File: src/rtl/hangman_letter_entry.sv
// Player-input front end for the hangman controller: debounced buttons, letter scroll, command emit.
// Optional repeat-guess rejection is enabled by defining HANGMAN_USED_MASK_EN.
module hangman_letter_entry #(
  parameter int unsigned DEBOUNCE_CYCLES = 4
) (
  input  logic       i_clk,
  input  logic       i_rst_n,
  input  logic       i_btn_up,
  input  logic       i_btn_down,
  input  logic       i_btn_select,
  input  logic       i_btn_new,
  input  logic       i_ready,
  output logic [5:0] o_chip_input,
  output logic [4:0] o_cur_letter,
  output logic       o_pending,
  output logic       o_used_hit
);

  localparam logic [15:0] LP_DB_LAST = 16'(DEBOUNCE_CYCLES - 1);
  localparam logic [5:0]  LP_CMD_START = 6'b111111;
  localparam logic [5:0]  LP_CMD_NEW   = 6'b100000;
  localparam int unsigned LP_UP  = 0;
  localparam int unsigned LP_DN  = 1;
  localparam int unsigned LP_SEL = 2;
  localparam int unsigned LP_NEW = 3;

  typedef enum logic [1:0] {StStart, StEntry, StEmit} state_e;

  // Reset: asserts immediately, releases two edges after the pin goes high.
  logic [1:0] r_rst_sync;
  logic       w_rst_n;

  always_ff @(posedge i_clk or negedge i_rst_n) begin
    if (!i_rst_n) begin
      r_rst_sync <= 2'b00;
    end else begin
      r_rst_sync <= {r_rst_sync[0], 1'b1};
    end
  end

  assign w_rst_n = r_rst_sync[1];

  logic [3:0]  w_raw;
  logic [3:0]  r_sync1;
  logic [3:0]  r_sync2;
  logic [3:0]  r_db;
  logic [3:0]  r_db_prev;
  logic [15:0] r_cnt [4];
  logic [3:0]  w_ev;

  assign w_raw = {i_btn_new, i_btn_select, i_btn_down, i_btn_up};

  always_ff @(posedge i_clk or negedge w_rst_n) begin
    if (!w_rst_n) begin
      r_sync1   <= '0;
      r_sync2   <= '0;
      r_db      <= '0;
      r_db_prev <= '0;
      for (int i = 0; i < 4; i++) begin
        r_cnt[i] <= '0;
      end
    end else begin
      r_sync1   <= w_raw;
      r_sync2   <= r_sync1;
      r_db_prev <= r_db;
      for (int i = 0; i < 4; i++) begin
        if (r_sync2[i] == r_db[i]) begin
          r_cnt[i] <= '0;
        end else if (r_cnt[i] == LP_DB_LAST) begin
          r_db[i]  <= r_sync2[i];
          r_cnt[i] <= '0;
        end else begin
          r_cnt[i] <= r_cnt[i] + 16'd1;
        end
      end
    end
  end

  assign w_ev = r_db & ~r_db_prev;

  state_e     r_state;
  state_e     w_state_d;
  state_e     r_ret;
  state_e     w_ret_d;
  logic [5:0] r_cmd;
  logic [5:0] w_cmd_d;
  logic [5:0] r_chip;
  logic [5:0] w_chip_d;
  logic [4:0] r_letter;
  logic [4:0] w_letter_d;
  logic       r_pending;
  logic       w_pending_d;
  logic       w_scroll;

`ifdef HANGMAN_USED_MASK_EN
  logic [25:0] r_mask;
  logic [25:0] w_mask_d;
  logic [4:0]  w_cur_idx;
  logic [4:0]  w_emit_idx;
  logic        w_used;
  logic        r_used_hit;
  logic        w_used_hit_d;

  assign w_cur_idx  = r_letter - 5'd1;
  assign w_emit_idx = r_cmd[4:0] - 5'd1;
  assign w_used     = r_mask[w_cur_idx];
`endif

  always_comb begin
    w_state_d   = r_state;
    w_ret_d     = r_ret;
    w_cmd_d     = r_cmd;
    w_chip_d    = 6'b000000;
    w_pending_d = r_pending;
    w_scroll    = 1'b1;
`ifdef HANGMAN_USED_MASK_EN
    w_mask_d     = r_mask;
    w_used_hit_d = 1'b0;
`endif
    unique case (r_state)
      StStart: begin
        if (w_ev[LP_SEL]) begin
          w_cmd_d     = LP_CMD_START;
          w_ret_d     = StEntry;
          w_state_d   = StEmit;
          w_pending_d = 1'b1;
          w_scroll    = 1'b0;
        end
      end
      StEntry: begin
        if (w_ev[LP_NEW]) begin
          w_cmd_d     = LP_CMD_NEW;
          w_ret_d     = StStart;
          w_state_d   = StEmit;
          w_pending_d = 1'b1;
          w_scroll    = 1'b0;
        end else if (w_ev[LP_SEL]) begin
          w_scroll = 1'b0;
`ifdef HANGMAN_USED_MASK_EN
          if (w_used) begin
            w_used_hit_d = 1'b1;
          end else begin
            w_cmd_d     = {1'b1, r_letter};
            w_ret_d     = StEntry;
            w_state_d   = StEmit;
            w_pending_d = 1'b1;
          end
`else
          w_cmd_d     = {1'b1, r_letter};
          w_ret_d     = StEntry;
          w_state_d   = StEmit;
          w_pending_d = 1'b1;
`endif
        end
      end
      StEmit: begin
        if (i_ready) begin
          w_chip_d    = r_cmd;
          w_pending_d = 1'b0;
          w_state_d   = r_ret;
`ifdef HANGMAN_USED_MASK_EN
          if (r_cmd == LP_CMD_START) begin
            w_mask_d = '0;
          end else if (r_cmd != LP_CMD_NEW) begin
            w_mask_d[w_emit_idx] = 1'b1;
          end
`endif
        end
      end
      default: begin
        w_state_d = StStart;
      end
    endcase
  end

  // Simultaneous up and down cancel; wrap keeps the letter inside 1..26.
  always_comb begin
    w_letter_d = r_letter;
    if (w_scroll && (w_ev[LP_UP] ^ w_ev[LP_DN])) begin
      if (w_ev[LP_UP]) begin
        w_letter_d = (r_letter >= 5'd26) ? 5'd1 : r_letter + 5'd1;
      end else begin
        w_letter_d = (r_letter <= 5'd1) ? 5'd26 : r_letter - 5'd1;
      end
    end
  end

  always_ff @(posedge i_clk or negedge w_rst_n) begin
    if (!w_rst_n) begin
      r_state   <= StStart;
      r_ret     <= StEntry;
      r_cmd     <= 6'b000000;
      r_chip    <= 6'b000000;
      r_letter  <= 5'd1;
      r_pending <= 1'b0;
    end else begin
      r_state   <= w_state_d;
      r_ret     <= w_ret_d;
      r_cmd     <= w_cmd_d;
      r_chip    <= w_chip_d;
      r_letter  <= w_letter_d;
      r_pending <= w_pending_d;
    end
  end

`ifdef HANGMAN_USED_MASK_EN
  always_ff @(posedge i_clk or negedge w_rst_n) begin
    if (!w_rst_n) begin
      r_mask     <= '0;
      r_used_hit <= 1'b0;
    end else begin
      r_mask     <= w_mask_d;
      r_used_hit <= w_used_hit_d;
    end
  end

  assign o_used_hit = r_used_hit;
`else
  assign o_used_hit = 1'b0;
`endif

  assign o_chip_input = r_chip;
  assign o_cur_letter = r_letter;
  assign o_pending    = r_pending;

endmodule

File: config.mk
export PLATFORM = sky130hd
export DESIGN_NAME = hangman_letter_entry
export DESIGN_NICKNAME = d
export VERILOG_FILES = /design/src/rtl/hangman_letter_entry.sv
export SDC_FILE = /design/constraint.sdc
export NUM_CORES = 1
export LEC_CHECK = 0
export ABC_CLOCK_PERIOD_IN_PS = 6100
export CAP_MARGIN = 20
export CORE_MARGIN = 2
export CORE_UTILIZATION = 60
export DETAILED_ROUTE_END_ITERATION = 10
export GPL_TIMING_DRIVEN = 0
export HOLD_SLACK_MARGIN = 0.12
export PLACE_DENSITY = 0.79
export SYNTH_ARGS = -nofsm -noshare
export SYNTH_HDL_FRONTEND = slang
export SYNTH_SLANG_ARGS = --single-unit
export TNS_END_PERCENT = 10
File: constraint.sdc
create_clock -name i_clk -period 6.1 [get_ports i_clk]
set_input_delay 1.22 -clock i_clk [delete_from_list [all_inputs] [get_ports i_clk]]
set_output_delay 1.22 -clock i_clk [all_outputs]
set_load 0.01 [all_outputs]
==> out/results.txt, run 1 <==
In this run the remaining antenna-violating nets after routing total 0. For this run, global-route usage on met2 was measured as 36.05%. The share of the Yosys chip area taken by registers is 52.67%. The tools report the number of hold-slack violations in the final timing report as 0. The number of buffer and inverter instances along the worst setup path is 1, and the count of state elements after synthesis is 104. After global routing the overflow that remains totals 0. The worst min-delay path class was flip-flop to async pin.

In this run the vertical extent of the chip is 94.79 um. For the maximum buffer depth of the clock tree, the log shows 2. By count the netlist is led by 102 x dfrtp_1, 61 x nor2_1, 31 x xor2_1, 27 x nand2_1. The via density per instance was 5.825; the total wire length after detailed routing was 8670 um.

The smallest clock period supported by the final layout is computed as 2784 ps. The async set-or-reset flop fraction in the synthesized netlist is 100.0%, and the reported max-cap violation count is 0. The cell sitting at the root of the clock tree is a clkbuf_8.

The first detailed-routing pass ran for 4 iterations. The run finished with clean final reports. The synthesized area per cell was 10.22 um2.

For the number of cells in the finished layout apart from fillers, the log shows 623. The delay of the slowest cell on the worst path works out to 640 ps. The first global-routing pass estimated 15140 um of wire. The number of design rule violations left after detail routing is 0.

Walking the worst path, the cells encountered are clkdlybuf4s50_1. The worst setup path is launched from a flip-flop. The quantity of hold-fixing buffers added after cts came out at 0.

In the post-synthesis netlist, the biggest area contributors are dfrtp_1 52%, xor2_1 5.5%, nor2_1 4.6%. For this design the ratio of total power to cell area is 362.5 mW/mm2. The standard-cell row count is 33, and the count of different cell masters after synthesis is 51.

The met1 global-route usage is 27.10%. The post-route netlist has 7.143% of its cells at a drive strength greater than 1. The initial core utilization was 61.12%; the number of gates resized after cts was 0.

Global routing used 21.12% of the available tracks. The wire length per cell was 13.92 um; the peak ir drop on the vdd network was 205.3 uV. The floorplan step set the die width to 94.79 um.

The congestion estimate from routability-driven global placement came to 0.8519. The tools report the core area as 0.008093 mm2. Measured against its own limit, the worst slew margin works out to 59.73%. The transition time of the tightest slew-check pin is 602.7 ps. The number of nets in the layout is 533.

The area enclosed by the die boundary was 0.008985 mm2. TritonCTS built the clock tree. The clock transition at the registers of the reported paths works out to 90 ps. Biggest fanout along the worst timing path: 10.

Setup repair after global routing left no endpoint under its margin. The count of buffers inserted at the top-level ports works out to 18. Critical path endpoint category: an output pin.

Grouping stages by cell kind, the critical path spends the most delay in flip-flops. In the final layout, the multi-input gates occupy 0.002210 mm2. The H-tree was split into 3 levels. At the end of the flow the core is filled with cells to 67.93%. Relative to the synthesized area, the layout overhead comes to 11.16%. The iteration-0 DRC count of the detailed router is 195.

Of all cell types, the one taking the most synthesized area is dfrtp_1. After synthesis the cells add up to 0.004946 mm2. The share of Yosys cell area claimed by the top area cell type works out to 51.61%. Post-route fraction of the period consumed by the critical path: 45.65%. The number of setup buffers added after CTS came out at 0. Number of diodes: 0. The most heavily used metal layer in global routing is met2. The dominant synthesized flop cell was dfrtp_1. For the sum of negative setup slack, the log shows 0 ps. The tools report the number of cells after detailed placement as 608. Master of the slowest instance on the critical path: dfstp_2.

The leakage power came out at 0.002314 uW. The final max-slew violation count is 0. The logs give 360 ps for the clock insertion delay at the later pin of the skew report and 359.1 MHz for the maximum frequency from static timing analysis. The clock sink count is 104. Summing all flip-flop and latch instances after layout gives 0.002609 mm2. Among all cell types in the netlist, the one instantiated most often is dfrtp_1. The run gives 503 as the synthesized net count.

The total number of vias was 3629; the number of failing setup endpoints in the final timing report was 0. The met3 demand-to-capacity share in global routing is 3.671%. The category of the critical setup timing path was flip-flop to output pin. Yosys mapped a number of flops with a built-in enable equal to 0. The number of cells on the worst reg-to-reg path is 6.

The layout has 640 filler cells. The logs give 9 for the number of clock buffers inserted by TritonCTS and 484 for the number of instances in the synthesized netlist. The run gives 1560 ps as the arrival time of the worst setup path. STA puts the critical path data required time at 4880 ps. The via count of the first global-routing pass is 3447, and the instance count on the critical path is 1. The wire-length estimate of the detail-placed layout is 6024 um. The total of warnings raised by yosys was 0; the initial antenna violation count was 0. During I/O placement, the number of pins put on the boundary was 20. Clock skew on the completed layout was measured at 7.529 ps. The largest net degree at the start of global routing is 65.
-- per-stage QoR --
stage          worst slack, ps  hold WS [ps]  instance area, um2  power, uW
3_3_place_gp              2009         331.3                5258       1527
5_1_grt                   3266         365.4                5498       2132
2_1_floorplan             2992         331.2                4946       1363
3_5_place_dp              3608         321.3                5289       1557
4_1_cts                   3296         332.6                5498       2016
6_report                  3316         305.7                5498       1993
-- final timing paths --
| path | end | startpoint | slack [ps] |
|---|---|---|---|
| max in group asynchronous | r_rst_sync[1] | i_rst_n | 4960 |
| max | o_cur_letter[0] | o_cur_letter[0] | 3320 |
| max reg2reg | o_cur_letter[3] | r_state[0] | 4010 |
| min reg2reg | r_cnt[26] | r_rst_sync[1] | 310 |
| min in group i_clk | r_sync2[1] | r_sync1[1] | 350 |
| min | r_cnt[26] | r_rst_sync[1] | 310 |
-- cell families after synthesis --
family                     Yosys count  share of synthesized area, %
adders and majority gates           12                         3.036
other                                2                        0.1518
muxes                                5                         1.138
xor gates and xnor gates            54                         9.562
DFF                                104                         52.67
and+or+nand+nor                    210                         21.98
buffers and inverters               32                         2.656
AOI/OAI and AO/OA                   65                         8.804
-- cell type report --
| cell class | count | share of cell area, % |
|---|---|---|
| sequential | 104 | 47.45 |
| multi-input combinational | 348 | 40.19 |
| timing repair buffer | 19 | 3.778 |
| tap | 105 | 2.390 |
| clock buffer | 10 | 2.321 |
| clock inverter | 5 | 1.479 |
| buffer | 18 | 1.434 |
| inverter | 14 | 0.9558 |
-- where the power goes --
part	switching (uW)	internal [uW]
logic	364	273
registers	102	803
clock network	221	230
total	687	1310
-- metal layers --
layer,wire length (um),vias up
li1,-,1774
met1,3950,1772
met2,4308,70
met3,285,13
met4,125,0
met5,0,-
-- flip-flops by register name, indices dropped and copies added, names as in the netlist --
| signal | count |
|---|---|
| o_chip_input | 6 |
| o_cur_letter | 5 |
| o_pending | 1 |
| r_cmd | 6 |
| r_cnt | 64 |
| r_db | 4 |
| r_db_prev | 4 |
| r_ret | 2 |
| r_rst_sync | 2 |
| r_state | 2 |
| r_sync1 | 4 |
| r_sync2 | 4 |
-- placed cells by master, fill, tap and decap left out, drive strengths merged, types with 18 or more instances in the layout --
cell type,netlist,final
clkdlybuf4s50,0,18
nand4,23,23
nand3,23,23
clkbuf,11,21
nand2,27,27
dfrtp,102,102
nor2,61,61
xnor2,23,23
xor2,31,31
a21oi,20,20
Note: power is estimated with default switching activity, not from simulation.
==> inputs of run 2 (changes only) <==
--- a/config.mk
+++ b/config.mk
@@ -5,7 +5,7 @@
 export SDC_FILE = /design/constraint.sdc
 export NUM_CORES = 1
 export LEC_CHECK = 0
-export ABC_CLOCK_PERIOD_IN_PS = 6100
+export ABC_CLOCK_PERIOD_IN_PS = 2850
 export CAP_MARGIN = 20
 export CORE_MARGIN = 2
 export CORE_UTILIZATION = 60
==> constraint.sdc (replaced) <==
create_clock -name i_clk -period 2.85 [get_ports i_clk]
set_input_delay 0.57 -clock i_clk [delete_from_list [all_inputs] [get_ports i_clk]]
set_output_delay 0.57 -clock i_clk [all_outputs]
set_load 0.01 [all_outputs]
==> out/results.txt, run 2 (synthesized netlist as in run 1, its figures left out) <==
The area enclosed by the die boundary was 0.008985 mm2 (unchanged); the post-route minimum period was 2152 ps. The biggest fanout along the worst timing path was 10 (unchanged). Via count of the first global-routing pass: 3514 (+1.9%). The tools report the initial core utilization as 61.12% (unchanged).

The run gives 0 (unchanged) as the number of design rule violations left after detail routing. The clock sink count is 104 (unchanged). The total wire length after detailed routing came out at 8834 um (+1.9%). The kind of cell with the highest combined delay along the critical path is flip-flops. TritonCTS built the clock tree.

The combinational group share of total power is 32.3% (+0.3 points), and the final worst clock skew is 13.49 ps (+5.962 ps). For the number of H-tree branching levels, the log shows 3 (unchanged). Initial antenna violation count: 0 (unchanged). The reported max-cap violation count came out at 0 (unchanged). Clock root buffer: clkbuf_8.

Flip-flop count of the largest register, all copies and words added: 64 (unchanged). The master of the slowest instance on the critical path is dfstp_2. Derived from the worst setup path, the maximum achievable clock frequency is 464.8 MHz.

The count of buffers inserted at the top-level ports works out to 18 (unchanged). The part of the power in registers is 45.7% (+0.3 points), and the core area is 0.008093 mm2 (unchanged). The headroom to the max-slew limit is 58.34% (-1.4 points), and the post-route fraction of the period consumed by the critical path is 75.49%.

The share of total power consumed by net switching was 35.88% (+1.4 points); the sum of negative setup slack was 0 ps (unchanged). The worst-case setup margin in the final layout is 698.4 ps (-2617 ps). The total I/O pin count is 20 (unchanged), and the clock transition at the registers of the reported paths is 100 ps (about the same).

For the number of gates resized after cts, the log shows 0 (unchanged). STA classifies the critical path endpoint as an output pin. The final max-slew violation count was 0 (unchanged); the via density per instance was 5.782 (-0.74%). The wire length per cell is 14.16 um (+1.7%). Number of nets in the layout: 533 (unchanged).

The delay of the slowest cell on the worst path works out to 650 ps (about the same). For the internal power summed over all cells, the log shows 2717 uW (+110%). The clock group share of total power is 22.0% (-0.6 points), and the die height is 94.79 um (unchanged). The final global-route overflow total is 0 (unchanged). The run finished with clean final reports.

Maximum buffer depth of the clock tree: 2 (unchanged). The library cell used most frequently in the layout, excluding fill and tap cells, is dfrtp_1. The setup slack at placement is 772.9 ps (-2835 ps). The register containing the most flip-flops in the final layout was r_cnt. Fraction of layout instances using a drive strength above 1: 7.514% (+0.37 points). The tools report the filler cell count as 632 (-1.3%). In the layout the commonest cells are 101 x dfrtp_1, 61 x nor2_1, 31 x xor2_1. The critical path is of the flip-flop to output pin type. The run gives 2280 ps (-2600 ps) as the data required time at the worst endpoint. The area overhead of the layout relative to synthesis is 11.08% (about the same), and the quantity of hold-fixing buffers added after cts is 0 (unchanged). The number of hold-slack violations in the final timing report was 0 (unchanged). The power density of the placed cells was 771.2 mW/mm2 (+110%).

Standard-cell row count: 33 (unchanged). The leakage power is 0.002304 uW (-0.40%), and the chip width is 94.79 um (unchanged). For the largest net degree at the start of global routing, the log shows 56 (-14%). Worst min-delay path class: flip-flop to async pin.

The routability congestion estimate from global placement is 0.8606 (+1.0%). The global-route wire length before repair was 15770 um (+4.1%); the transition time of the tightest slew-check pin was 624.8 ps (+22.14 ps). The tools report the iteration-0 DRC count of the detailed router as 202 (+3.6%). The number of buffer and inverter instances along the worst setup path works out to 1 (unchanged). Clock insertion delay at the later pin of the skew report: 370 ps (about the same).

Setup repair after global routing left no endpoint under its margin. The arrival time of the worst setup path came out at 1580 ps (+20 ps). The critical path goes through clkdlybuf4s50_1. The total net switching power is 1520 uW (+120%), and the half-perimeter wire length after detailed placement is 6102 um (+1.3%).

The logs give 512.4 uV (+150%) for the peak ir drop on the vdd network and 0 (unchanged) for the number of setup buffers added after CTS. For the remaining antenna violation count after routing, the log shows 0 (unchanged). The count of TritonRoute iterations in the first routing pass was 5 (+1); the number of diodes was 0 (unchanged). The total number of vias was 3608 (-0.58%).

The number of clock buffers inserted by TritonCTS was 9 (unchanged). Total routing resource utilization after global routing: 22.20% (+1.1 points). STA classifies the critical path startpoint as a flip-flop.

Number of failing setup endpoints in the final timing report: 0 (unchanged).
==> run 2: routing by layer <==
metal / GRT usage, % / routed length (um)
met1: 29.03 / 4009
met2: 37.23 / 4438
met3: 5.986 / 311
met4: 4.952 / 74
met5: 0 / 0
==> run 2: cell type report <==
cell class | count | area [um2] | area share, %
Multi-Input combinational cell | 348 | 2210 | 40.22
Sequential cell | 104 | 2609 | 47.48
Inverter | 14 | 52.55 | 0.9565
Clock buffer | 9 | 123.9 | 2.255
Timing Repair Buffer | 19 | 207.7 | 3.780
Tap cell | 105 | 131.4 | 2.391
Clock inverter | 7 | 81.33 | 1.480
Buffer | 18 | 78.83 | 1.435
==> run 2: per-stage QoR <==
| stage | power [uW] | instance area, um2 | utilization (%) | instances | hold WS, ps |
|---|---|---|---|---|---|
| 4_1_cts | 4266 | 5494 | 67.89 | 624 | 341.6 |
| 3_3_place_gp | 3268 | 5259 | 64.98 | 607 | 333.3 |
| 3_5_place_dp | 3337 | 5289 | 65.35 | 608 | 339.6 |
| 5_1_grt | 4545 | 5494 | 67.89 | 624 | 333.7 |
| 2_1_floorplan | 2917 | 4947 | - | 484 | 274.4 |
| 6_report | 4237 | 5494 | 67.89 | 624 | 348.8 |
==> run 2: final timing paths <==
path | to | from | cells after the start | slack [ps]
worst min register to register | r_cnt[26] | r_rst_sync[1] | 0 | 350
worst min-delay path | r_cnt[26] | r_rst_sync[1] | 0 | 350
worst max-delay path | o_cur_letter[0] | o_cur_letter[0] | 1 | 700
worst max register to register | o_cur_letter[3] | r_state[0] | 6 | 780
min in group i_clk | r_sync2[0] | r_sync1[0] | 0 | 360
max in group asynchronous | o_cur_letter[0] | r_rst_sync[1] | 1 | 1760
==> run 2: power groups by stage <==
| stage | Combinational [uW] | Clock, uW | Sequential (uW) |
|---|---|---|---|
| after global placement | 1300 | 0 | 1970 |
| after global routing | 1540 | 1030 | 1980 |
| after floorplan | 964 | 0 | 1950 |
| after detailed placement | 1370 | 0 | 1970 |
| after CTS | 1370 | 958 | 1940 |
| final | 1370 | 931 | 1940 |
